==> src/rtl/proc_pkg.sv <==
// Shared opcode, ALU-select and FSM state definitions for the 4-bit processor sequencer.
// Pure declarations: no latency and no backpressure.
package proc_pkg;

  localparam int OPC_W = 4;

  localparam logic [3:0] OP_NOP   = 4'b0000;
  localparam logic [3:0] OP_ADD   = 4'b0001;
  localparam logic [3:0] OP_SUB   = 4'b0010;
  localparam logic [3:0] OP_LOAD  = 4'b0101;
  localparam logic [3:0] OP_STORE = 4'b0110;
  localparam logic [3:0] OP_JMP   = 4'b0111;
  localparam logic [3:0] OP_HALT  = 4'b1111;

  localparam logic [2:0] ALU_NONE = 3'b000;
  localparam logic [2:0] ALU_ADD  = 3'b001;
  localparam logic [2:0] ALU_SUB  = 3'b010;

  typedef enum logic [2:0] {
    S_IDLE,
    S_FETCH,
    S_DECODE,
    S_EXECUTE,
    S_MEM,
    S_WRITEBACK,
    S_HALT
  } seq_state_t;

  // Undefined opcodes behave exactly like NOP: advance and fetch again.
  function automatic logic op_is_nop(input logic [3:0] opc);
    return (opc == OP_NOP) ||
           !(opc inside {OP_ADD, OP_SUB, OP_LOAD, OP_STORE, OP_JMP, OP_HALT});
  endfunction

endpackage

==> src/rtl/seq_pc.sv <==
// Program counter register with clear > load > increment priority, wrapping modulo 2^PC_W.
// Latency: updates on the clock edge after the control is sampled; no backpressure.
module seq_pc #(
  parameter int PC_W = 4
) (
  input  logic            clk,
  input  logic            rst_n,
  input  logic            clr,
  input  logic            ld,
  input  logic            inc,
  input  logic [PC_W-1:0] ld_val,
  output logic [PC_W-1:0] pc
);

  always_ff @(posedge clk or negedge rst_n) begin
    if (!rst_n) begin
      pc <= '0;
    end else if (clr) begin
      pc <= '0;
    end else if (ld) begin
      pc <= ld_val;
    end else if (inc) begin
      pc <= pc + PC_W'(1);
    end
  end

endmodule

==> src/rtl/instr_sequencer.sv <==
// Fetch/decode/execute sequencer: owns the PC, fetches, decodes, and drives ALU/regfile/dmem strobes.
// Latency: NOP/JMP 2, ADD/SUB/STORE 3, LOAD 4 cycles at zero wait; strobes hold until ack.
module instr_sequencer
  import proc_pkg::*;
#(
  parameter int PC_W  = 4,
  parameter int OPR_W = 4
) (
  input  logic                   clk,
  input  logic                   rst_n,
  input  logic                   start,
  output logic                   imem_req,
  output logic [PC_W-1:0]        imem_addr,
  input  logic                   imem_ack,
  input  logic [OPC_W+OPR_W-1:0] imem_rdata,
  output logic                   dmem_re,
  output logic                   mem_we,
  output logic [OPR_W-1:0]       dmem_addr,
  input  logic                   dmem_ack,
  output logic [2:0]             alu_op,
  output logic                   reg_we,
  output logic [PC_W-1:0]        pc,
  output logic                   busy,
  output logic                   halted
);

  localparam int IR_W = OPC_W + OPR_W;

  seq_state_t       state;
  logic [IR_W-1:0]  ir;
  logic [OPC_W-1:0] opcode;
  logic [OPR_W-1:0] operand;
  logic             pc_clr;
  logic             pc_ld;
  logic             pc_inc;

  assign opcode  = ir[IR_W-1 -: OPC_W];
  assign operand = ir[OPR_W-1:0];

  assign imem_addr = pc;
  assign dmem_addr = operand;

  assign pc_clr = ((state == S_IDLE) || (state == S_HALT)) && start;
  assign pc_ld  = (state == S_DECODE) && (opcode == OP_JMP);
  assign pc_inc = ((state == S_DECODE) && op_is_nop(opcode)) ||
                  (state == S_EXECUTE) || (state == S_WRITEBACK) ||
                  ((state == S_MEM) && dmem_ack && (opcode == OP_STORE));

  seq_pc #(.PC_W(PC_W)) u_pc (
    .clk    (clk),
    .rst_n  (rst_n),
    .clr    (pc_clr),
    .ld     (pc_ld),
    .inc    (pc_inc),
    .ld_val (PC_W'(operand)),
    .pc     (pc)
  );

  // Strobes are registered against the state being entered, so each one is
  // high for exactly the cycles spent in its state and never follows an ack combinationally.
  always_ff @(posedge clk or negedge rst_n) begin
    if (!rst_n) begin
      state    <= S_IDLE;
      ir       <= '0;
      imem_req <= 1'b0;
      dmem_re  <= 1'b0;
      mem_we   <= 1'b0;
      alu_op   <= ALU_NONE;
      reg_we   <= 1'b0;
      busy     <= 1'b0;
      halted   <= 1'b0;
    end else begin
      reg_we <= 1'b0;
      alu_op <= ALU_NONE;
      unique case (state)
        S_IDLE, S_HALT: begin
          if (start) begin
            state    <= S_FETCH;
            imem_req <= 1'b1;
            busy     <= 1'b1;
            halted   <= 1'b0;
          end
        end
        S_FETCH: begin
          if (imem_ack) begin
            ir       <= imem_rdata;
            imem_req <= 1'b0;
            state    <= S_DECODE;
          end
        end
        S_DECODE: begin
          case (opcode)
            OP_ADD, OP_SUB: begin
              state  <= S_EXECUTE;
              alu_op <= (opcode == OP_ADD) ? ALU_ADD : ALU_SUB;
              reg_we <= 1'b1;
            end
            OP_LOAD: begin
              state   <= S_MEM;
              dmem_re <= 1'b1;
            end
            OP_STORE: begin
              state  <= S_MEM;
              mem_we <= 1'b1;
            end
            OP_HALT: begin
              state  <= S_HALT;
              busy   <= 1'b0;
              halted <= 1'b1;
            end
            default: begin
              state    <= S_FETCH;
              imem_req <= 1'b1;
            end
          endcase
        end
        S_EXECUTE, S_WRITEBACK: begin
          state    <= S_FETCH;
          imem_req <= 1'b1;
        end
        S_MEM: begin
          if (dmem_ack) begin
            dmem_re <= 1'b0;
            mem_we  <= 1'b0;
            if (opcode == OP_LOAD) begin
              state  <= S_WRITEBACK;
              reg_we <= 1'b1;
            end else begin
              state    <= S_FETCH;
              imem_req <= 1'b1;
            end
          end
        end
        default: begin
          state <= S_IDLE;
        end
      endcase
    end
  end

endmodule

==> config.mk <==
export PLATFORM = sky130hd
export DESIGN_NAME = instr_sequencer
export DESIGN_NICKNAME = d
export VERILOG_FILES = /design/src/rtl/proc_pkg.sv /design/src/rtl/seq_pc.sv /design/src/rtl/instr_sequencer.sv
export SDC_FILE = /design/constraint.sdc
export NUM_CORES = 1
export LEC_CHECK = 0
export ABC_AREA = 1
export CORE_MARGIN = 3
export CORE_UTILIZATION = 40
export DETAILED_ROUTE_END_ITERATION = 10
export GPL_ROUTABILITY_DRIVEN = 0
export GPL_TIMING_DRIVEN = 0
export PLACE_DENSITY_LB_ADDON = 0.1
export SETUP_SLACK_MARGIN = 0.05
export SYNTH_ARGS = -nofsm -noshare
export SYNTH_HDL_FRONTEND = slang
export SYNTH_HIERARCHICAL = 1
export SYNTH_SLANG_ARGS = --single-unit
==> constraint.sdc <==
create_clock -name clk -period 3.9 [get_ports clk]
set_input_delay 0.975 -clock clk [delete_from_list [all_inputs] [get_ports clk]]
set_output_delay 0.975 -clock clk [all_outputs]
set_load 0.005 [all_outputs]
### Word level (Yosys, flattened, before mapping)

Index checks and enable logic that the tools add are counted.

| cells by class | value |
|---|---|
| add/subtract/negate cells | 1 |
| muxes and demuxes | 32 |
| eq/ne operators | 20 |
| reduce and logical (&&, ||, !) cells | 29 |

Operator list:

| operator | number |
|---|---|
| 3-bit case mux with 5 select lines | 1 |
| 1-bit 2-to-1 mux | 14 |
| 4-bit by 3-bit equality test with 1-bit output (second input constant) | 3 |
| 3-bit 2-to-1 mux | 4 |
| 4-bit 2-to-1 mux | 3 |
| 3-bit AND reduction | 4 |
| 2-bit inequality test (second input constant) | 5 |
| 1-bit case mux with 2 select lines | 5 |
| 3-bit equality test (second input constant) | 3 |
| 3-bit case mux with 3 select lines | 1 |
| 2-bit OR reduction | 4 |
| 3-bit by 2-bit equality test with 1-bit output (second input constant) | 2 |
| 2-bit 2-to-1 mux | 3 |
| 2-bit by 1-bit inequality test with 1-bit output (second input constant) | 3 |
| 6-bit AND reduction | 1 |
| 6-bit nonzero test | 1 |
| 1-bit logical AND | 5 |
| 1-bit logical OR | 5 |
| 1-bit case mux with 5 select lines | 1 |
| 5-bit nonzero test | 1 |
| 5-bit OR reduction | 1 |
| 4-bit by 1-bit adder with 4-bit output (second input constant) | 1 |
| 4-bit by 1-bit equality test with 1-bit output (second input constant) | 1 |
| 4-bit by 2-bit equality test with 1-bit output (second input constant) | 1 |
| other kinds (8) | 9 |

| storage, ports and cells | value |
|---|---|
| output and inout bits | 21 |
| register bits after elaboration | 24 |

### Logic depth before layout (Yosys ltp)

| depth | value |
|---|---|
| depth in word-level cells | 11 |
| depth in mapped cells | 10 |
| depth with buffers taken out | 10 |

### By module

Netlist, hierarchy kept.

By module, submodules not included:

| module | cells each | area each (µm²) | times used |
|---|---|---|---|
| instr_sequencer | 133 | 1,069.8 | 1 |
| seq_pc | 32 | 249.0 | 1 |

### Worst setup path before layout

Ideal clock, no wire load.

| timing path | value |
|---|---|
| kind | input to register |
| start | input port dmem_ack |
| end | register u_pc.pc[2] |
| data required time | 3.780 ns |
| arrival | 1.639 ns |
| setup slack | 2.141 ns |
| cell stages on the path | 8 |
| cell sequence | inv_1 > nor2_1 > a21oi_1 > o31ai_1 > o21bai_2 > nor2_1 > o21ai_1 > nand2_1 |

| between the ends | value |
|---|---|
| word-level cells in the longest chain between the ends | 4 |

RTL lines:

| element | RTL line | text |
|---|---|---|
| from (decl) | instr_sequencer.sv:19 | `input logic dmem_ack,` |
| 1-bit logical AND (2 in a row) | instr_sequencer.sv:47 | `((state == S_MEM) && dmem_ack && (opcode == OP_STORE));` |
| 1-bit logical OR | instr_sequencer.sv:46 | `(state == S_EXECUTE) \|\| (state == S_WRITEBACK) \|\|` |
| via pc_inc | instr_sequencer.sv:35 | `logic pc_inc;` |
| 3-bit nonzero test (no line) | n/a |  |
| to (signal assigned) | seq_pc.sv:21 | `pc <= ld_val;` |
| to (signal assigned) | seq_pc.sv:23 | `pc <= pc + PC_W'(1);` |
| to (decl) | seq_pc.sv:12 | `output logic [PC_W-1:0] pc` |

The timed path passes the listed nets, and every way through them passes these cells.
A chain may end at the register's enable or synchronous reset.

### Final worst setup path

| timing path | value |
|---|---|
| start | register u_pc.pc[0] |
| end | output port pc[0] |

RTL lines:

| element | RTL line | text |
|---|---|---|
| to (decl) | instr_sequencer.sv:22 | `output logic [PC_W-1:0] pc,` |

No word-level cell between the ends.

==> impl_metrics.yaml <==
detailed_routing:
  firstDrtPassIters: 5
  viasPerCell: 4.645
  ant_nets: 0
  via_count: 1138
  wl_per_cell_um: 10.86
  wirelength_um: 2660
  first_iter_violations: 46
  drc: 0
timing:
  clock_skew_ps: 5.613
  fmax_mhz: 418.3
  hold_viol: 0
  report.final.slew_viol_count: 0
  fin_crit_sh: 0.6129
  period_minus_slack_ps: 2390
  relSlewSlack: 0.3216
  max_slew.worst_pin.slew_ps: 1014
  rsz0062_at_grt: "false"
  fin_ws_ps: 1510
  tns_ps: 0
  finalSetupViolCount: 0
floorplan:
  boundaryPins: 34
  rows: 20
  start_util: 0.4250
  die-area_um2: 4022
  die_h_um: 63.42
  core_um2: 3103
  die_x_um: 63.42
critical_path:
  cp_slowest_stage_delay_ps: 490
  cp_max_fo: 7
  cp_data_required_time_ps: 2920
  start_kind: "flop"
  crit_slowest_cell: "clkdlybuf4s50_1"
  path_cells: "buf_4 > clkdlybuf4s50_1"
  cp.arrival_ps: 1420
  crit_type: "flop to output pin"
  end_kind: "output pin"
finish:
  layout_commonest_cell: "nand2_1"
  drive_above_1_share: 0.1642
  final-seq-area_um2: 575.6
  diodes: 0
  syn2layout_area_growth_pct: 30.55
  final_area_um2: 1722
  fillers: 325
  multi_input_area_um2: 583.1
  final_cell_mix: "nand2_1 (40), clkdlybuf4s50_1 (32), nor2_1 (23), dfrtp_1 (23), inv_1 (14)"
  fin_nets: 216
yosys:
  yosysSeqAreaShare: 0.4364
  synth_cells: 165
  yosysUniqueCellTypes: 30
  syn_area_um2: 1319
  synth_compound_area_frac: 0.09962
  yosysWarnings: 6
  synth-adder-area-share: 0.009488
  synth_simple_gate_area_frac: 0.2837
  synth_top_family_by_area: "simple AND/OR/NAND/NOR gates"
  ys_seq_elements: 23
  avgSynthCellArea_um2: 7.993
  synthXorXnorAreaFrac: 0.006641
  synth_mux_area_frac: 0.03985
  syn-num-nets: 179
global_route:
  grt_pass1_wl_um: 4830
  grt_start_max_net_pins: 24
  grt_pass1_vias: 1126
  antenna_found_initial: 0
  overflow: 0
  track_usage: 0.1468
clock_network:
  clkTransAtPathRegs_ps: 130
  cts_buffers: 3
  post_cts_resized: 0
  htreeDepth: 1
  cts_tree: "yes"
  cts_root_buffer: "clkbuf_4"
  hold_buffers: 0
  clk_latency_ps: 310
  clock_path_buffers: 2
  cts_sinks: 23
  cts_setup_buffers: 0
place:
  placed_cell_area_um2: 1694
  dp_slack_ps: 1505
  port_buffers: 32
  hpwl_um: 2065
job:
  maxCapViolCount: 0
run_status:
  status: "finished, final reports clean"
pwr:
  p_per_area_nw_per_um2: 703.6
  leakagePower_uw: 0.0008575
  ir_worst_vdd_v: 0.0002823
  total_power_uw: 1211
hold_path:
  hold_path_class: "flop to flop"
-- logic make-up after synthesis --
family                     count (synthesis)
muxes                                      4
buffers and inverters                     29
and+or+nand+nor                           83
xor gates and xnor gates                   1
adders and majority gates                  1
DFF                                       23
AOI/OAI and AO/OA                         23
other                                      1
-- report_power, final --
group	switching, uW	total (uW)	internal [uW]	leakage [uW]
registers	81.6	409	328	0.000276
logic	334	687	353	0.000563
clock network	76.3	115	38.3	0.0000177
total	492	1210	719	0.000857
-- cell type report --
cell class              count  share of cell area
plain buffers              11             0.05233
well taps                  44             0.03198
clock inverters             1            0.002907
flip-flops and latches     23              0.3343
multi-input cells         113              0.3387
repair buffers             32              0.1860
inverters                  18             0.04070
clock buffers               3             0.01308
-- critical path: cells and delay by family, from the launching register on --
family / cells / cell delay, ps
buffers and inverters: 2 / 630
DFF: 1 / 480
-- cell usage after synthesis (all sizes together) --
master | number | area share
xor2 | 1 | 0.0066
nand2 | 44 | 0.13
buf | 11 | 0.068
a21oi | 8 | 0.030
inv | 18 | 0.053
conb | 1 | 0.0028
nor2 | 25 | 0.079
nor3 | 4 | 0.019
o211ai | 2 | 0.011
o31ai | 1 | 0.0057
or2 | 1 | 0.0047
ha | 1 | 0.0095
o21ai | 10 | 0.038
o21bai | 1 | 0.0085
nand3 | 8 | 0.044
o21a | 1 | 0.0057
dfrtp | 23 | 0.44
nand4 | 1 | 0.0047
mux2 | 4 | 0.040
-- registers in the layout (all words and copies together) (netlist names), 2 cells and up --
name	flops
u_pc/pc	4
state	3
ir	8
alu_op	2
-- through the flow --
| step | std cells | utilization | hold WS, ps |
|---|---|---|---|
| after detailed placement | 241 | 0.5460 | 465.6 |
| after floorplan | 165 | - | 463.6 |
| after global routing | 245 | 0.5548 | 542.8 |
| after CTS | 245 | 0.5548 | 498.6 |
| after global placement | 241 | 0.5460 | 455.8 |
| final | 245 | 0.5548 | 488.8 |
-- final timing paths --
kind,end,slack (ps),from,cells past startpoint
max,pc[0],1510,u_pc/pc[0],2
max reg2reg,u_pc/pc[3],2090,state[2],8
min,halted,490,halted,2
min in group asynchronous,dmem_re,1200,rst_n,1
max in group asynchronous,ir[1],2090,rst_n,1
min reg2reg,halted,490,halted,2
-- per-layer routing --
layer | global-route usage | vias to the layer above | part of all wire
met4 | 0.02426 | 0 | 0.0071
met2 | 0.2490 | 24 | 0.46
met3 | 0.03030 | 2 | 0.050
li1 | - | 588 | -
met5 | 0 | - | 0
met1 | 0.1953 | 524 | 0.48
No activity file was read; power rests on OpenSTA's default activity.
